==> src/rtl/muldiv_unit.sv <==
// muldiv_unit: iterative multiply/divide unit holding the architectural HI/LO
// registers. A MULT/MULTU/DIV/DIVU takes WIDTH shift steps on operand
// magnitudes followed by one sign-fix cycle. HI/LO are written when the unit
// leaves FIX, and done pulses for one cycle at that point.
//
// Ports:
//   clk      clock, rising edge
//   reset_n  synchronous reset, active low (clears HI/LO and aborts any op)
//   start    start request; accepted in IDLE and on the edge leaving FIX
//   op       00 MULT, 01 MULTU, 10 DIV, 11 DIVU
//   a, b     rs/rt operands, sampled only on the accepting edge
//   hi_we    MTHI: HI <= wd (idle only)
//   lo_we    MTLO: LO <= wd (idle only)
//   wd       MTHI/MTLO write data
//   busy     operation in progress
//   done     one-cycle pulse once HI/LO hold a new result
//   hi, lo   HI/LO register outputs
module muldiv_unit #(
    parameter int WIDTH = 32
) (
    input  logic             clk,
    input  logic             reset_n,
    input  logic             start,
    input  logic [1:0]       op,
    input  logic [WIDTH-1:0] a,
    input  logic [WIDTH-1:0] b,
    input  logic             hi_we,
    input  logic             lo_we,
    input  logic [WIDTH-1:0] wd,
    output logic             busy,
    output logic             done,
    output logic [WIDTH-1:0] hi,
    output logic [WIDTH-1:0] lo
);

    localparam int CW = $clog2(WIDTH) + 1;

    typedef enum logic [1:0] {IDLE, RUN, FIX} state_t;

    state_t           state, state_nx;
    logic [CW-1:0]    count;
    logic             is_div, sign_q, sign_r, div_zero;
    logic [WIDTH-1:0] a_raw, mcand, acc_hi, acc_lo;

    // Two's-complement negate on request; used for |x| and for the sign fix.
    function automatic logic [WIDTH-1:0] cond_neg(input logic [WIDTH-1:0] v,
                                                  input logic n);
        return n ? -v : v;
    endfunction

    function automatic logic [2*WIDTH-1:0] cond_neg2(input logic [2*WIDTH-1:0] v,
                                                     input logic n);
        return n ? -v : v;
    endfunction

    logic signed [WIDTH-1:0] a_s, b_s;
    logic                    signed_op, a_neg, b_neg, load;
    logic [WIDTH-1:0]        a_mag, b_mag;

    assign a_s       = a;
    assign b_s       = b;
    assign signed_op = ~op[0];
    assign a_neg     = signed_op && (a_s < 0);
    assign b_neg     = signed_op && (b_s < 0);
    assign a_mag     = cond_neg(a, a_neg);
    assign b_mag     = cond_neg(b, b_neg);
    // A new op may also be accepted on the edge that retires the previous one.
    assign load      = start && (state == IDLE || state == FIX);
    assign busy      = (state != IDLE);

    // Multiply step: conditional add into the upper half, then shift the
    // 2*WIDTH+1 bit {carry, acc_hi, acc_lo} right by one.
    logic [WIDTH:0]   mul_sum;
    // Divide step (restoring): the quotient bits shift into acc_lo from the
    // right while dividend bits leave it on the left into the remainder.
    logic [WIDTH:0]   div_shift, div_diff;
    logic             div_fits;
    logic [WIDTH-1:0] step_hi, step_lo;

    always_comb begin
        mul_sum   = {1'b0, acc_hi} + (acc_lo[0] ? {1'b0, mcand} : '0);
        div_shift = {acc_hi, acc_lo[WIDTH-1]};
        div_diff  = div_shift - {1'b0, mcand};
        div_fits  = ~div_diff[WIDTH];
        if (is_div) begin
            step_hi = div_fits ? div_diff[WIDTH-1:0] : div_shift[WIDTH-1:0];
            step_lo = {acc_lo[WIDTH-2:0], div_fits};
        end else begin
            step_hi = mul_sum[WIDTH:1];
            step_lo = {mul_sum[0], acc_lo[WIDTH-1:1]};
        end
    end

    logic [2*WIDTH-1:0] prod;
    logic [WIDTH-1:0]   res_hi, res_lo;

    always_comb begin
        prod   = cond_neg2({acc_hi, acc_lo}, sign_q);
        res_hi = prod[2*WIDTH-1:WIDTH];
        res_lo = prod[WIDTH-1:0];
        if (is_div) begin
            if (div_zero) begin
                res_hi = a_raw;
                res_lo = '1;
            end else begin
                res_hi = cond_neg(acc_hi, sign_r);
                res_lo = cond_neg(acc_lo, sign_q);
            end
        end
    end

    always_ff @(posedge clk) begin
        if (!reset_n) state <= IDLE;
        else          state <= state_nx;
    end

    // count is loaded with WIDTH: WIDTH step cycles run while count is
    // non-zero, and one more RUN cycle at zero hands over to FIX, which
    // places the HI/LO write on the 34th edge after start for WIDTH=32.
    always_comb begin
        state_nx = state;
        case (state)
            IDLE:    if (start) state_nx = RUN;
            RUN:     if (count == '0) state_nx = FIX;
            FIX:     state_nx = start ? RUN : IDLE;
            default: state_nx = IDLE;
        endcase
    end

    always_ff @(posedge clk) begin
        if (!reset_n) begin
            count <= '0;
            done  <= 1'b0;
            hi    <= '0;
            lo    <= '0;
        end else begin
            done <= (state == FIX);
            if (load)
                count <= CW'(WIDTH);
            else if (state == RUN && count != '0)
                count <= count - CW'(1);
            if (state == FIX) begin
                hi <= res_hi;
                lo <= res_lo;
            end else if (state == IDLE) begin
                if (hi_we) hi <= wd;
                if (lo_we) lo <= wd;
            end
        end
    end

    // Operand capture / iteration datapath (no reset: always loaded before use).
    always_ff @(posedge clk) begin
        if (load) begin
            is_div   <= op[1];
            a_raw    <= a;
            div_zero <= op[1] && (b == '0);
            sign_q   <= a_neg ^ b_neg;
            sign_r   <= a_neg;
            acc_hi   <= '0;
            acc_lo   <= op[1] ? a_mag : b_mag;
            mcand    <= op[1] ? b_mag : a_mag;
        end else if (state == RUN && count != '0) begin
            acc_hi <= step_hi;
            acc_lo <= step_lo;
        end
    end

endmodule
==> config.mk <==
export PLATFORM = sky130hd
export DESIGN_NAME = muldiv_unit
export DESIGN_NICKNAME = d
export VERILOG_FILES = /design/src/rtl/muldiv_unit.sv
export SDC_FILE = /design/constraint.sdc
export NUM_CORES = 1
export LEC_CHECK = 0
export ABC_AREA = 0
export CAP_MARGIN = 20
export CORE_ASPECT_RATIO = 1.4
export CORE_MARGIN = 2
export CORE_UTILIZATION = 59
export DETAILED_ROUTE_END_ITERATION = 10
export HOLD_SLACK_MARGIN = 0.02
export PLACE_DENSITY = 0.87
export RECOVER_POWER = 100
export SYNTH_ARGS = -nofsm -noshare
export SYNTH_HDL_FRONTEND = slang
export SYNTH_SLANG_ARGS = --single-unit
==> constraint.sdc <==
create_clock -name clk -period 4 [get_ports clk]
set_clock_uncertainty 0.1 [all_clocks]
set_input_delay 0.6 -clock clk [delete_from_list [all_inputs] [get_ports clk]]
set_output_delay 0.6 -clock clk [all_outputs]
set_load 0.02 [all_outputs]
Yosys cells after proc, flatten, opt, wreduce, memory -nomap -nowiden
Cells that the tools add are included.

Shift-type cells: 0. Mux-type cells: 29. Divide/modulo/power cells: 0. Add/sub/neg operators: 8. Bitwise gates (word level): 4. Equality and inequality tests: 4. Magnitude comparators: 2. Multiply operators: 0. Reduce and logical (&&, ||, !) cells: 19.

Operators with widths (number): 2-to-1 mux 32 bit (22); negator 32 bit (4); less-than comparator 32 x 1 -> 1 bit, second input constant (2); 2-to-1 mux 64 bit (1); negator 64 bit (1); adder 32 x 32 -> 33 bit (1); subtractor 33 x 32 -> 33 bit (1); logical NOT 32 bit (1); 2-to-1 mux 6 bit (2); nonzero test 2 bit (5); logical NOT 6 bit (1); one-hot mux 2 bit (3 select lines) (1); AND reduction 2 bit (3); nonzero test 6 bit (1); subtractor 6 x 1 -> 6 bit, second input constant (1); logical AND 1 bit (5); 2-to-1 mux 2 bit (2); != test 2 bit, second input constant (2); inverter 1 bit (3); == test 2 x 1 -> 1 bit, second input constant (1); == test 2 bit, second input constant (1); logical NOT 2 bit (1); OR reduction 2 bit (1); logical OR 1 bit (1); 2 further kinds (2).

Output and inout bits: 66. Bits of input ports: 103. Flip-flop bits (word level): 205. Latch bits: 0. Memories kept: 0. Logic and storage cells: 80. RAM bits: 0. Bits in read-only memories: 0.

Logic depth before layout (Yosys ltp)
Depth in word-level cells: 5. Mapped depth: 15. Gate-level depth less buffers: 13.

Least setup slack after synthesis
Ideal clock, no wire load.

Path type: in2reg. Start point: input start. End point: register acc_lo[31], data pin. Stages: 5. Setup slack: 341 ps. Required time: 3522 ps. Library setup time: 378 ps. Arrival time: 3182 ps. Cells stage by stage: nand2b_1 > inv_1 > clkbuf_1 > clkbuf_1 > a31oi_1.

Cells in the longest elaborated chain, start to end: 2.

RTL lines: start, declared (line 23) `input logic start,`; logical AND 1 bit (line 68) `assign load = start && (state == IDLE || state == FIX);`; named net load (line 57) `logic signed_op, a_neg, b_neg, load;`; 2-to-1 mux 32 bit (line 154) `if (load) begin`; end signal, assigned (line 161) `acc_lo <= op[1] ? a_mag : b_mag;`; end signal, assigned (line 165) `acc_lo <= step_lo;`; end, declared (line 43) `logic [WIDTH-1:0] a_raw, mcand, acc_hi, acc_lo;`.

The timed path passes the listed nets, and every way through them passes these cells. A chain may end at the register's enable or synchronous reset.

Final worst setup path
Start point: register acc_hi[5]. End point: register hi[15].

Cells in the longest elaborated chain, start to end: 5. Elaborated cells on any way between the ends: 7. Those cells by class: add/sub: 2; mux: 5.

RTL lines: start, declared (line 43); start signal, assigned (line 164) `acc_hi <= step_hi;`; negator 32 bit (line 48) `return n ? -v : v;`; 2-to-1 mux 32 bit (line 48); 2-to-1 mux 32 bit (line 102) `if (div_zero) begin`; 2-to-1 mux 32 bit (*) (line 101) `if (is_div) begin`; 2-to-1 mux 32 bit (*) (line 142) `if (state == FIX) begin`; end signal, assigned (line 143) `hi <= res_hi;`; end signal, assigned (line 146) `if (hi_we) hi <= wd;`; end, declared (line 32) `output logic [WIDTH-1:0] hi,`.

Mark *: on every way between the ends. The rest lies on a longest branch, timed or not.

==> flow_metrics.tcl <==
set metrics [dict create \
    grt_pass1_vias 17100 \
    r2r_slack_ns 0.04 \
    post_dp_cell_area_um2 18800 \
    synth_warnings 0 \
    synth_ff_type "dfxtp_1" \
    hold_viol_final 0 \
    drive_above_1_share 0.0733 \
    worstSkewPairLatency_ns 0.53 \
    tightest_slew_ns 3.13 \
    rsz0062_at_grt "no" \
    tns_ns 0 \
    fill_cells 2303 \
    yosys.cell_types.count 87 \
    cp_data_required_time_ns 4.36 \
    die_h_um 201 \
    end_kind "flop" \
    slowest_delay_ns 0.79 \
    fin_nets 2355 \
    dr.first_iter.drc_count 2111 \
    gp_congestion 1.11 \
    holdPathEnd "lo[5]" \
    antenna_found_initial 4 \
    rows 72 \
    timing_worst_setup_path_type "reg2reg" \
    yosysSeqAreaShare 0.313 \
    hold_class "reg2reg" \
    die_w_um 144 \
    path_buf_inv 1 \
    synth.most_common_cell "a21oi_1" \
    fin_ws_ns 0.0362 \
    io_pins 169 \
    dieArea_um2 29000 \
    syn_inst 2006 \
    slowest_stage "a211oi_1" \
    cts_made_buffers 23 \
    outcome "complete, but fails checks" \
    syn-num-nets 2180 \
    r2r_start "acc_hi[5]" \
    crit_chain "buf_4 -> or4_1 -> nor4b_1 -> nand3_2 -> or2_2 -> a22o_2 -> a211oi_1 -> a21oi_1 -> a21oi_1" \
    finalCriticalPeriod_ns 3.96 \
    reg2reg_depth 9 \
    start_util 0.595 \
    layout-area-overhead-vs-synth_pct 19.1 \
    grt_max_degree 60 \
    cap_viol_max_count 2 \
    p_per_area_nw_per_um2 423 \
    synth_common_cells "a21oi_1, nor2_1, o21ai_0, nand2_1, mux2i_1" \
    violations "max-capacitance violations, max-slew violations" \
    clock_sinks 205 \
    setup_viol 0 \
    relSlewSlack -1.08 \
    synthesis.area_um2 16300 \
    yosysTopAreaCell "edfxtp_1" \
    crit_fanout 9 \
    drt-total-wl_um 66000 \
    first_pass_iters 6 \
    preCtsSetupSlack_ns 0.0162 \
    core_region_area_um2 27400 \
    synth_top_area_frac 0.184 \
    synthTopCellsByArea "edfxtp_1, dfxtp_1, a21oi_1" \
    ant_nets 0 \
    cpLargestDelayFamily "simple AND/OR/NAND/NOR gates" \
    holdPathStages 2 \
    num_vias 17700 \
    max-vdd-ir-drop_uv 379 \
    async_flop_share 0 \
    final_cell_area_um2 19400 \
    port_buffers 168 \
    finalCritPeriodShare 0.991 \
    gr-usage-all-layers 0.447 \
    clockBufferDepth 3 \
    cts_tree "yes" \
    ys_ff_latch 205 \
    syn_avg_cell_area_um2 8.12 \
    hold_start "lo[5]" \
    wl_per_cell_um 25.7 \
    detailed_place_hpwl_um 50300 \
    worstPathArrival_ns 4.32 \
    avgViaCountPerCell 6.89 \
    cts_max_level 1 \
    drc 0 \
    startpoint_type "flop" \
    r2r_end "hi[15]" \
    clkTransAtPathRegs_ns 0.06 \
    grt_first_pass_wirelength_um 98600 \
    startpoint "acc_hi[5]" \
    clock-root-buffer "clkbuf_16" \
    ctsHoldBuffers 0 \
    fmax_ghz 0.252 \
    gr-total-overflow 0 \
    slew_violations 78 \
    cpMostUsedCell "a21oi_1" \
    synth_edf_count 100 \
    p_leak_nw 7.78 \
]
==> layout by cell type, fill, tap and decap left out, drive strengths merged, types with 16 or more instances in the layout <==
cell             n
o31ai           26
a21o            25
o21ai          174
ha              69
dlygate4sd3     93
nand3           35
nand2          170
nor2           186
o221ai          41
o211ai          20
inv             73
xor2            53
clkdlybuf4s50   74
nor3            40
a211oi          25
buf             85
dfxtp          105
a31oi           28
or4             16
a21oi          237
mux2i          112
or3             18
nand2b          18
clkbuf          55
xnor2          109
nor4            30
edfxtp         100
==> layer usage <==
metal	vias to the layer above	share of wire	GRT usage
met3	457	0.099	0.0833
met5	-	0	0
met2	1243	0.45	0.726
met4	0	0.12	0.371
li1	7776	-	-
met1	8239	0.33	0.502
==> worst max path at each step <==
stage                      end  slack [ns]  cells past startpoint
finish                  hi[15]        0.04                      9
global route        acc_lo[19]        0.01                     10
CTS                 acc_hi[19]        0.30                     14
detailed placement  acc_lo[19]        0.02                     10
global placement    acc_lo[29]        0.17                     11
floorplan           acc_lo[31]        0.34                      5
==> sequential cells by signal, summed over array words and instances (netlist names) <==
register,cells
a_raw,32
acc_hi,32
acc_lo,32
count,6
div_zero,1
done,1
hi,32
is_div,1
lo,32
mcand,32
sign_q,1
sign_r,1
state,2
==> through the flow <==
stage	hold WS, ns	total power (W)	cells	util
6_report	0.350	0.00821	2571	0.709
2_1_floorplan	0.372	0.00484	2006	-
4_1_cts	0.355	0.00809	2564	0.711
3_5_place_dp	0.347	0.00607	2523	0.685
5_1_grt	0.369	0.00850	2571	0.709
3_3_place_gp	0.342	0.00600	2523	0.685
==> layout make-up <==
| cell class | count | area, um^2 | share of cell area |
|---|---|---|---|
| Inverter | 75 | 283 | 0.0146 |
| Timing Repair Buffer | 275 | 2420 | 0.125 |
| Antenna cell | 4 | 10.0 | 0.000516 |
| Tap cell | 370 | 463 | 0.0239 |
| Sequential cell | 205 | 5100 | 0.263 |
| Clock buffer | 32 | 639 | 0.0329 |
| Multi-Input combinational cell | 1601 | 10400 | 0.537 |
| Clock inverter | 9 | 67.6 | 0.00348 |
==> cell families (layout without fill, tap and decap cells) <==
family,Yosys count,in the layout,synth area share
DFF,205,205,0.313
muxes,112,112,0.0688
buffers and inverters,200,391,0.0473
other,0,4,0
AOI/OAI and AO/OA,668,668,0.254
xor gates and xnor gates,162,162,0.0871
adders and majority gates,71,71,0.0554
and+or+nand+nor,588,588,0.174
==> worst reg2reg max path, cell delays in order, from the launching register on <==
cell and delay, ns:
dfxtp_1 0.33, buf_4 0.18, or4_1 0.56, nor4b_1 0.75, nand3_2 0.29, or2_2 0.39
a22o_2 0.22, a211oi_1 0.79, a21oi_1 0.12, a21oi_1 0.18
==> where the power goes <==
part | switching, W | internal, W
logic | 0.00212 | 0.00130
clock network | 0.000918 | 0.00112
registers | 0.000268 | 0.00248
==> repair_timing <==
action / CTS / global route
endpoints found under the setup margin: 0 / 3
gates resized for setup: 0 / 2
setup buffers: 0 / 3
Power figures use the tool's default switching activity.
